==> src/rtl/imem_loader_pkg.sv <==
// Shared types and constants for the instruction-memory loader.
// Holds FSM states, error cause codes and the default frame sync byte.
package imem_loader_pkg;

  typedef enum logic [2:0] {
    ST_IDLE   = 3'd0,
    ST_LEN_HI = 3'd1,
    ST_LEN_LO = 3'd2,
    ST_DATA   = 3'd3,
    ST_CKSUM  = 3'd4
  } state_t;

  localparam logic [1:0] ERR_NONE    = 2'd0;
  localparam logic [1:0] ERR_LEN     = 2'd1;
  localparam logic [1:0] ERR_CKSUM   = 2'd2;
  localparam logic [1:0] ERR_TIMEOUT = 2'd3;

  localparam logic [7:0] SYNC_BYTE_DEF = 8'hA5;

endpackage

==> src/rtl/imem_loader_if.sv <==
// Byte-stream input, memory write port and status lines of the loader.
// The byte stream has no back-pressure: in_valid is a one-cycle strobe and is always accepted.
interface imem_loader_if
  import imem_loader_pkg::*;
#(
  parameter int ADDR_W = 8
);
  logic              in_valid;
  logic [7:0]        in_data;
  logic              imem_we;
  logic [ADDR_W-1:0] imem_addr;
  logic [31:0]       imem_wdata;
  logic              cpu_hold;
  logic              done;
  logic              err;
  logic [1:0]        err_code;
  state_t            dbg_state;

  modport master (
    input  in_valid, in_data,
    output imem_we, imem_addr, imem_wdata, cpu_hold, done, err, err_code, dbg_state
  );

  modport slave (
    output in_valid, in_data,
    input  imem_we, imem_addr, imem_wdata, cpu_hold, done, err, err_code, dbg_state
  );
endinterface

==> src/rtl/imem_loader_word_pack.sv <==
// Big-endian 4-byte packer: the first byte lands in bits [31:24].
// o_word_valid is combinational and flags the acceptance cycle of the 4th byte.
module imem_word_pack (
  input  logic        clk,
  input  logic        rst,
  input  logic        i_clr,
  input  logic        i_valid,
  input  logic [7:0]  i_data,
  output logic        o_word_valid,
  output logic [31:0] o_word
);
  logic [23:0] r_shift;
  logic [1:0]  r_cnt;

  always_ff @(posedge clk or negedge rst) begin
    if (!rst) begin
      r_shift <= '0;
      r_cnt   <= '0;
    end else if (i_clr) begin
      r_shift <= '0;
      r_cnt   <= '0;
    end else if (i_valid) begin
      r_shift <= {r_shift[15:0], i_data};
      r_cnt   <= r_cnt + 2'd1;
    end
  end

  assign o_word_valid = i_valid && (r_cnt == 2'd3);
  assign o_word       = {r_shift, i_data};
endmodule

==> src/rtl/imem_loader.sv <==
// Frame parser that loads a program into instruction memory and holds the CPU meanwhile.
// Frame: SYNC, LEN_HI, LEN_LO, 4*N data bytes, XOR checksum of the data bytes.
module imem_loader
  import imem_loader_pkg::*;
#(
  parameter int         ADDR_W         = 8,
  parameter logic [7:0] SYNC_BYTE      = SYNC_BYTE_DEF,
  parameter int         TIMEOUT_CYCLES = 100000
) (
  input logic           clk,
  input logic           rst,
  imem_loader_if.master bus
);
  localparam int          TMO_W = $clog2(TIMEOUT_CYCLES + 1);
  localparam logic [16:0] DEPTH = 17'(1) << ADDR_W;

  state_t            r_state, w_state_n;
  logic [TMO_W-1:0]  r_tmo;
  logic [7:0]        r_len_hi;
  logic [ADDR_W:0]   r_len;
  logic [ADDR_W:0]   r_index;
  logic [7:0]        r_cksum;
  logic              r_we;
  logic [ADDR_W-1:0] r_addr;
  logic [31:0]       r_wdata;
  logic              r_done;
  logic              r_err;
  logic [1:0]        r_err_code;
  logic              r_hold;

  logic              w_err;
  logic [1:0]        w_err_code;
  logic              w_done;
  logic              w_hold_set;
  logic              w_start;
  logic              w_tmo_hit;
  logic              w_pack_valid;
  logic              w_word_valid;
  logic [31:0]       w_word;
  logic [15:0]       w_len;
  logic              w_last_word;

  assign w_len        = {r_len_hi, bus.in_data};
  assign w_last_word  = (r_index + {{ADDR_W{1'b0}}, 1'b1}) == r_len;
  assign w_pack_valid = bus.in_valid && (r_state == ST_DATA);
  // A byte in the expiry cycle wins: expiry only fires on a byte-less cycle.
  assign w_tmo_hit    = (r_state != ST_IDLE) && !bus.in_valid &&
                        (r_tmo == TMO_W'(TIMEOUT_CYCLES - 1));

  imem_word_pack u_pack (
    .clk          (clk),
    .rst          (rst),
    .i_clr        (w_start),
    .i_valid      (w_pack_valid),
    .i_data       (bus.in_data),
    .o_word_valid (w_word_valid),
    .o_word       (w_word)
  );

  always_ff @(posedge clk or negedge rst) begin
    if (!rst) r_state <= ST_IDLE;
    else      r_state <= w_state_n;
  end

  always_comb begin
    w_state_n  = r_state;
    w_err      = 1'b0;
    w_err_code = r_err_code;
    w_done     = 1'b0;
    w_hold_set = 1'b0;
    w_start    = 1'b0;
    case (r_state)
      ST_IDLE: begin
        if (bus.in_valid && bus.in_data == SYNC_BYTE) begin
          w_state_n  = ST_LEN_HI;
          w_hold_set = 1'b1;
        end
      end
      ST_LEN_HI: begin
        if (bus.in_valid) w_state_n = ST_LEN_LO;
      end
      ST_LEN_LO: begin
        if (bus.in_valid) begin
          w_start = 1'b1;
          if ({1'b0, w_len} > DEPTH) begin
            w_state_n  = ST_IDLE;
            w_err      = 1'b1;
            w_err_code = ERR_LEN;
          end else if (w_len == 16'd0) begin
            w_state_n = ST_CKSUM;
          end else begin
            w_state_n = ST_DATA;
          end
        end
      end
      ST_DATA: begin
        if (w_word_valid && w_last_word) w_state_n = ST_CKSUM;
      end
      ST_CKSUM: begin
        if (bus.in_valid) begin
          w_state_n = ST_IDLE;
          if (bus.in_data == r_cksum) begin
            w_done     = 1'b1;
            w_err_code = ERR_NONE;
          end else begin
            w_err      = 1'b1;
            w_err_code = ERR_CKSUM;
          end
        end
      end
      default: w_state_n = ST_IDLE;
    endcase
    if (w_tmo_hit) begin
      w_state_n  = ST_IDLE;
      w_err      = 1'b1;
      w_err_code = ERR_TIMEOUT;
    end
  end

  always_ff @(posedge clk or negedge rst) begin
    if (!rst) begin
      r_tmo      <= '0;
      r_len_hi   <= '0;
      r_len      <= '0;
      r_index    <= '0;
      r_cksum    <= '0;
      r_we       <= 1'b0;
      r_addr     <= '0;
      r_wdata    <= '0;
      r_done     <= 1'b0;
      r_err      <= 1'b0;
      r_err_code <= ERR_NONE;
      r_hold     <= 1'b0;
    end else begin
      r_we       <= 1'b0;
      r_done     <= w_done;
      r_err      <= w_err;
      r_err_code <= w_err_code;
      if (w_hold_set)  r_hold <= 1'b1;
      else if (w_done) r_hold <= 1'b0;

      if (r_state == ST_IDLE || bus.in_valid || w_tmo_hit) r_tmo <= '0;
      else                                                 r_tmo <= r_tmo + 1'b1;

      if (r_state == ST_LEN_HI && bus.in_valid) r_len_hi <= bus.in_data;
      if (w_start) begin
        r_len   <= w_len[ADDR_W:0];
        r_index <= '0;
        r_cksum <= '0;
      end
      if (w_pack_valid) begin
        r_cksum <= r_cksum ^ bus.in_data;
        if (w_word_valid) begin
          r_we    <= 1'b1;
          r_addr  <= r_index[ADDR_W-1:0];
          r_wdata <= w_word;
          r_index <= r_index + 1'b1;
        end
      end
    end
  end

  assign bus.imem_we    = r_we;
  assign bus.imem_addr  = r_addr;
  assign bus.imem_wdata = r_wdata;
  assign bus.cpu_hold   = r_hold;
  assign bus.done       = r_done;
  assign bus.err        = r_err;
  assign bus.err_code   = r_err_code;
  assign bus.dbg_state  = r_state;
endmodule

==> src/flat_wrapper.sv <==
// flat-port wrapper written by rule: the top's interface ports become plain ports
module imem_loader_flat import imem_loader_pkg::*;
#(
  parameter int         ADDR_W         = 8,
  parameter logic [7:0] SYNC_BYTE      = SYNC_BYTE_DEF,
  parameter int         TIMEOUT_CYCLES = 100000
)
  (clk, rst, bus_in_valid, bus_in_data, bus_imem_we, bus_imem_addr, bus_imem_wdata, bus_cpu_hold, bus_done, bus_err, bus_err_code, bus_dbg_state);
  imem_loader_if #(.ADDR_W(ADDR_W)) bus_i ();
  input logic clk;
  input logic rst;
  input wire logic [$bits(bus_i.in_valid)-1:0] bus_in_valid;
  input wire logic [$bits(bus_i.in_data)-1:0] bus_in_data;
  output wire logic [$bits(bus_i.imem_we)-1:0] bus_imem_we;
  output wire logic [$bits(bus_i.imem_addr)-1:0] bus_imem_addr;
  output wire logic [$bits(bus_i.imem_wdata)-1:0] bus_imem_wdata;
  output wire logic [$bits(bus_i.cpu_hold)-1:0] bus_cpu_hold;
  output wire logic [$bits(bus_i.done)-1:0] bus_done;
  output wire logic [$bits(bus_i.err)-1:0] bus_err;
  output wire logic [$bits(bus_i.err_code)-1:0] bus_err_code;
  output wire logic [$bits(bus_i.dbg_state)-1:0] bus_dbg_state;
  assign bus_i.in_valid = bus_in_valid;
  assign bus_i.in_data = bus_in_data;
  assign bus_imem_we = bus_i.imem_we;
  assign bus_imem_addr = bus_i.imem_addr;
  assign bus_imem_wdata = bus_i.imem_wdata;
  assign bus_cpu_hold = bus_i.cpu_hold;
  assign bus_done = bus_i.done;
  assign bus_err = bus_i.err;
  assign bus_err_code = bus_i.err_code;
  assign bus_dbg_state = bus_i.dbg_state;
  imem_loader #(.ADDR_W(ADDR_W), .SYNC_BYTE(SYNC_BYTE), .TIMEOUT_CYCLES(TIMEOUT_CYCLES)) u_core (.clk(clk), .rst(rst), .bus(bus_i));
endmodule
==> config.mk <==
export PLATFORM = sky130hd
export DESIGN_NAME = imem_loader_flat
export DESIGN_NICKNAME = d
export VERILOG_FILES = /design/src/rtl/imem_loader_pkg.sv /design/src/rtl/imem_loader_if.sv /design/src/rtl/imem_loader_word_pack.sv /design/src/rtl/imem_loader.sv /design/src/flat_wrapper.sv
export SDC_FILE = /design/constraint.sdc
export NUM_CORES = 1
export LEC_CHECK = 0
export CAP_MARGIN = 20
export CORE_UTILIZATION = 45
export DETAILED_ROUTE_END_ITERATION = 8
export GPL_TIMING_DRIVEN = 0
export PLACE_DENSITY = 0.75
export SLEW_MARGIN = 20
export SYNTH_ARGS = -nofsm -noshare
export SYNTH_HDL_FRONTEND = slang
export SYNTH_SLANG_ARGS = --single-unit
==> constraint.sdc <==
create_clock -name clk -period 3.8 [get_ports clk]
set_clock_uncertainty 0.15 [all_clocks]
set_input_delay 0.76 -clock clk [delete_from_list [all_inputs] [get_ports clk]]
set_output_delay 0.76 -clock clk [all_outputs]
set_load 0.005 [all_outputs]
==> results.md <==
* Met1 wire length at 5800 µm
* Sequential cell area at roughly 3200 µm²
* WP data required at roughly 4 ns
* Initial antenna violation count at 0
* Routed Antenna Nets at 0
* Final Slew Violations at 0
* Setup crit end kind: flop
* Layout Nets at around 700
* DR WL met2 at slightly above 6000 µm
* Register area share after synthesis at 54.7%
* Routed wire length per instance at around 15 µm
* Starting Density at between 40% and 50%
* Initial detailed-routing violation count at 274
* Die X at approximately 120 µm
* Top FF cell, synth: dfrtp_1
* Std cell rows at 40
* Commonest non-fill, non-tap cell in the layout: nand2_1
* Via count at approximately 4.6k
* Cell count after placement at 838
* Mux contribution to synthesized area at 3.56%
* Clock sink count at ~130
* Peak supply drop at 0.000340 V
* Final wirelength at ~13000 µm
* Crit Path Max Fanout at 8
* Final period util at between 70 and 80%
* Number of CTS-inserted buffers at 17
* Clock slew at reported path FFs at approximately 0.06 ns
* First-pass GRT wire length at 21700 µm
* Async set or reset register ratio after synthesis at 100%
* Minimum clock period at between 2 and 3 ns
* Fin area at between 7000 and 8000 µm²
* Boundary Pins at 60
* Share of cells above drive strength 1 at 10.3%
* Largest family of logic cells by synthesized area: simple AND/OR/NAND/NOR gates
* Fmax at about 360 MHz
* Critical path data arrival time at approximately 2.9 ns
* GPL Wtd Cong at ~0.88
* Total GRT Usage at between 20% and 30%
* Synth warn at 0
* PD cells at between 700 and 800 nW/µm²
* Adder-Cell Fraction of Synth Area at 0.651%
* Die span in y at 115 µm
* Drt first pass iters at 5
* Worst min path class: input pin to asynchronous set/reset pin
* Worst Path Buf+Inv at 1
* EDFF count, synth at 0
* Area taken by multi-input logic gates at 2440 µm²
* Syn Nets at between 600 and 700
* CP max-delay cell: clkdlybuf4s50_1
* Syn_area_per_cell at 9.45 µm²
* Gr ovfl total at 0
* Die Area at around 13000 µm²
* Core Footprint at about 12000 µm²
* Synthesis-to-finish area growth at 24.5%
* RSZ-0062 raised after global routing: no
* Antenna diodes at 0
* Worst R2R Setup Slack at about 1.2 ns
* CTS HTree Levels at 4
* Status: complete, no violations
* Slowest Stage Delay on Critical Path at 0.63 ns
* Slew @ Worst Pin at slightly below 0.8 ns
* Setup violations, final at 0
* Cell Count, Final, Fillers Out at 870
* Post-CTS setup buffer count at 0
* Leak at 3.20 nW
* Clock Latency Late Sink at between 0.4 and 0.5 ns
* Post-synthesis xor/xnor area fraction at 3.95%
* CTS hold repair buffers at 0
* Compound-cell area share of the yosys netlist at under 10%
* Most frequent cells in the layout: nand2_1, dfrtp_1, clkdlybuf4s50_1
* Setup TNS at 0 ns
* Top Metal Used: met4
* Syn Inst Count at 610
* # DRC at 0
* Worst R2R Start: u_core.r_index[0]
* RR Endpoint: u_core.bus.dbg_state[1]
* Library cells used by synthesis at 61
* Syn Std Cell Area at just under 6000 µm²
* Vias in the first global route at roughly 4.5k
* Max_slew headroom at a little under half
* Post-synthesis sequential element count at roughly 130
* TritonCTS clock tree: built
* FF-to-FF path depth at 8
* Clock Tree Root: clkbuf_16
* Port buffer count at 59
* Vias/cell at ~5.3
* Cell family with most CP delay: simple AND/OR/NAND/NOR gates
* Hold Vio Cnt, Final at 0
* Worst-path cell chain: clkdlybuf4s50_1 -> or4_4 -> o21ai_1 -> o311ai_1 -> and3_1 -> a22oi_1 -> o21ai_0
* Fill count at 1041
* Clock Tree Buf Depth at 2
* Startpoint Class: input pin
* WS Path Type: input pin to flop
* Post-CTS sizing at 0
* DP Wirelength at 8960 µm
* Post-DP Area at between 6000 and 7000 µm²
* Maxcap violations at 0
* Routed met3 length at 594 µm
* Pin count of the biggest net entering global routing at 78
* Simple-gate portion of the synthesized area at about 25%
[how the worst max path moves through the flow]
stage                     cells after the start                      end  slack (ns)           start
after floorplan                               6  u_core.bus.dbg_state[0]        1.49  bus_in_data[1]
after global placement                        1           u_core.bus.err       -2.89             rst
after detailed placement                      7  u_core.bus.dbg_state[0]        0.64  bus_in_data[1]
after CTS                                     7  u_core.bus.dbg_state[0]        1.07  bus_in_data[1]
after global routing                          7  u_core.bus.dbg_state[0]        0.96  bus_in_data[1]
final                                         7  u_core.bus.dbg_state[0]        1.02  bus_in_data[1]
[state kept, by name, summed over array words and instances, names as in the netlist]
register / flops
u_core.bus.cpu_hold: 1
u_core.bus.dbg_state: 3
u_core.bus.done: 1
u_core.bus.err: 1
u_core.bus.err_code: 2
u_core.bus.imem_addr: 8
u_core.bus.imem_wdata: 32
u_core.bus.imem_we: 1
u_core.r_cksum: 8
u_core.r_index: 9
u_core.r_len: 9
u_core.r_len_hi: 8
u_core.r_tmo: 17
u_core.u_pack.r_cnt: 2
u_core.u_pack.r_shift: 24
[layout make-up]
cell class	count	area share [%]
Buffer	32	1.93
Clock buffer	19	6.17
Clock inverter	13	1.99
Inverter	7	0.436
Multi-Input combinational cell	445	34.0
Sequential cell	126	43.9
Tap cell	168	2.93
Timing Repair Buffer	60	8.62
[logic make-up after synthesis]
| kind of cell | Yosys count |
|---|---|
| buf+inv | 39 |
| flops | 126 |
| fa+ha+maj | 3 |
| simple gates | 308 |
| compound gates | 90 |
| xor+xnor | 26 |
| mux | 18 |
[synth_stat cells (2+ instances only)]
library cell	count	area (µm²)
mux2_2	16	180
clkbuf_1	21	78.8
o21ai_1	4	20.0
a22o_1	9	78.8
or3_1	2	12.5
nand2_1	195	732
nor2b_1	2	12.5
buf_2	5	25.0
a21oi_1	6	30.0
buf_1	3	11.3
xor2_1	14	123
dfrtp_1	126	3150
nor4b_2	2	30.0
nand4_1	11	68.8
inv_1	6	22.5
and4_1	2	17.5
nor2_1	32	120
a21o_1	2	15.0
o21ai_0	54	270
nand3_1	14	70.1
a31oi_1	2	12.5
nor3_1	9	45.0
nand2b_1	16	100
nor4_1	3	18.8
ha_1	3	37.5
and3_1	4	25.0
or4_4	2	22.5
xnor2_1	12	105
[per-stage QoR]
stage	total power, W	worst slack [ns]	util (%)	hold WS (ns)
floorplan	0.00292	1.49	-	0.289
global placement	0.00347	-2.89	53.6	0.308
detailed placement	0.00355	0.640	53.8	0.302
CTS	0.00515	1.07	58.6	0.139
global route	0.00542	0.961	58.6	0.166
finish	0.00512	1.02	58.6	0.139
[routing by layer]
layer / vias up / track usage (%)
li1: 2221 / -
met1: 2252 / 27.2
met2: 125 / 34.5
met3: 21 / 6.06
met4: 0 / 7.71
met5: - / 0
[report_power, final]
part / internal [W] / switching [W] / total [W]
sequential: 0.00176 / 0.000294 / 0.00205
clock: 0.000982 / 0.000598 / 0.00158
combinational: 0.000733 / 0.000754 / 0.00149
No activity file was read; power rests on OpenSTA's default activity.
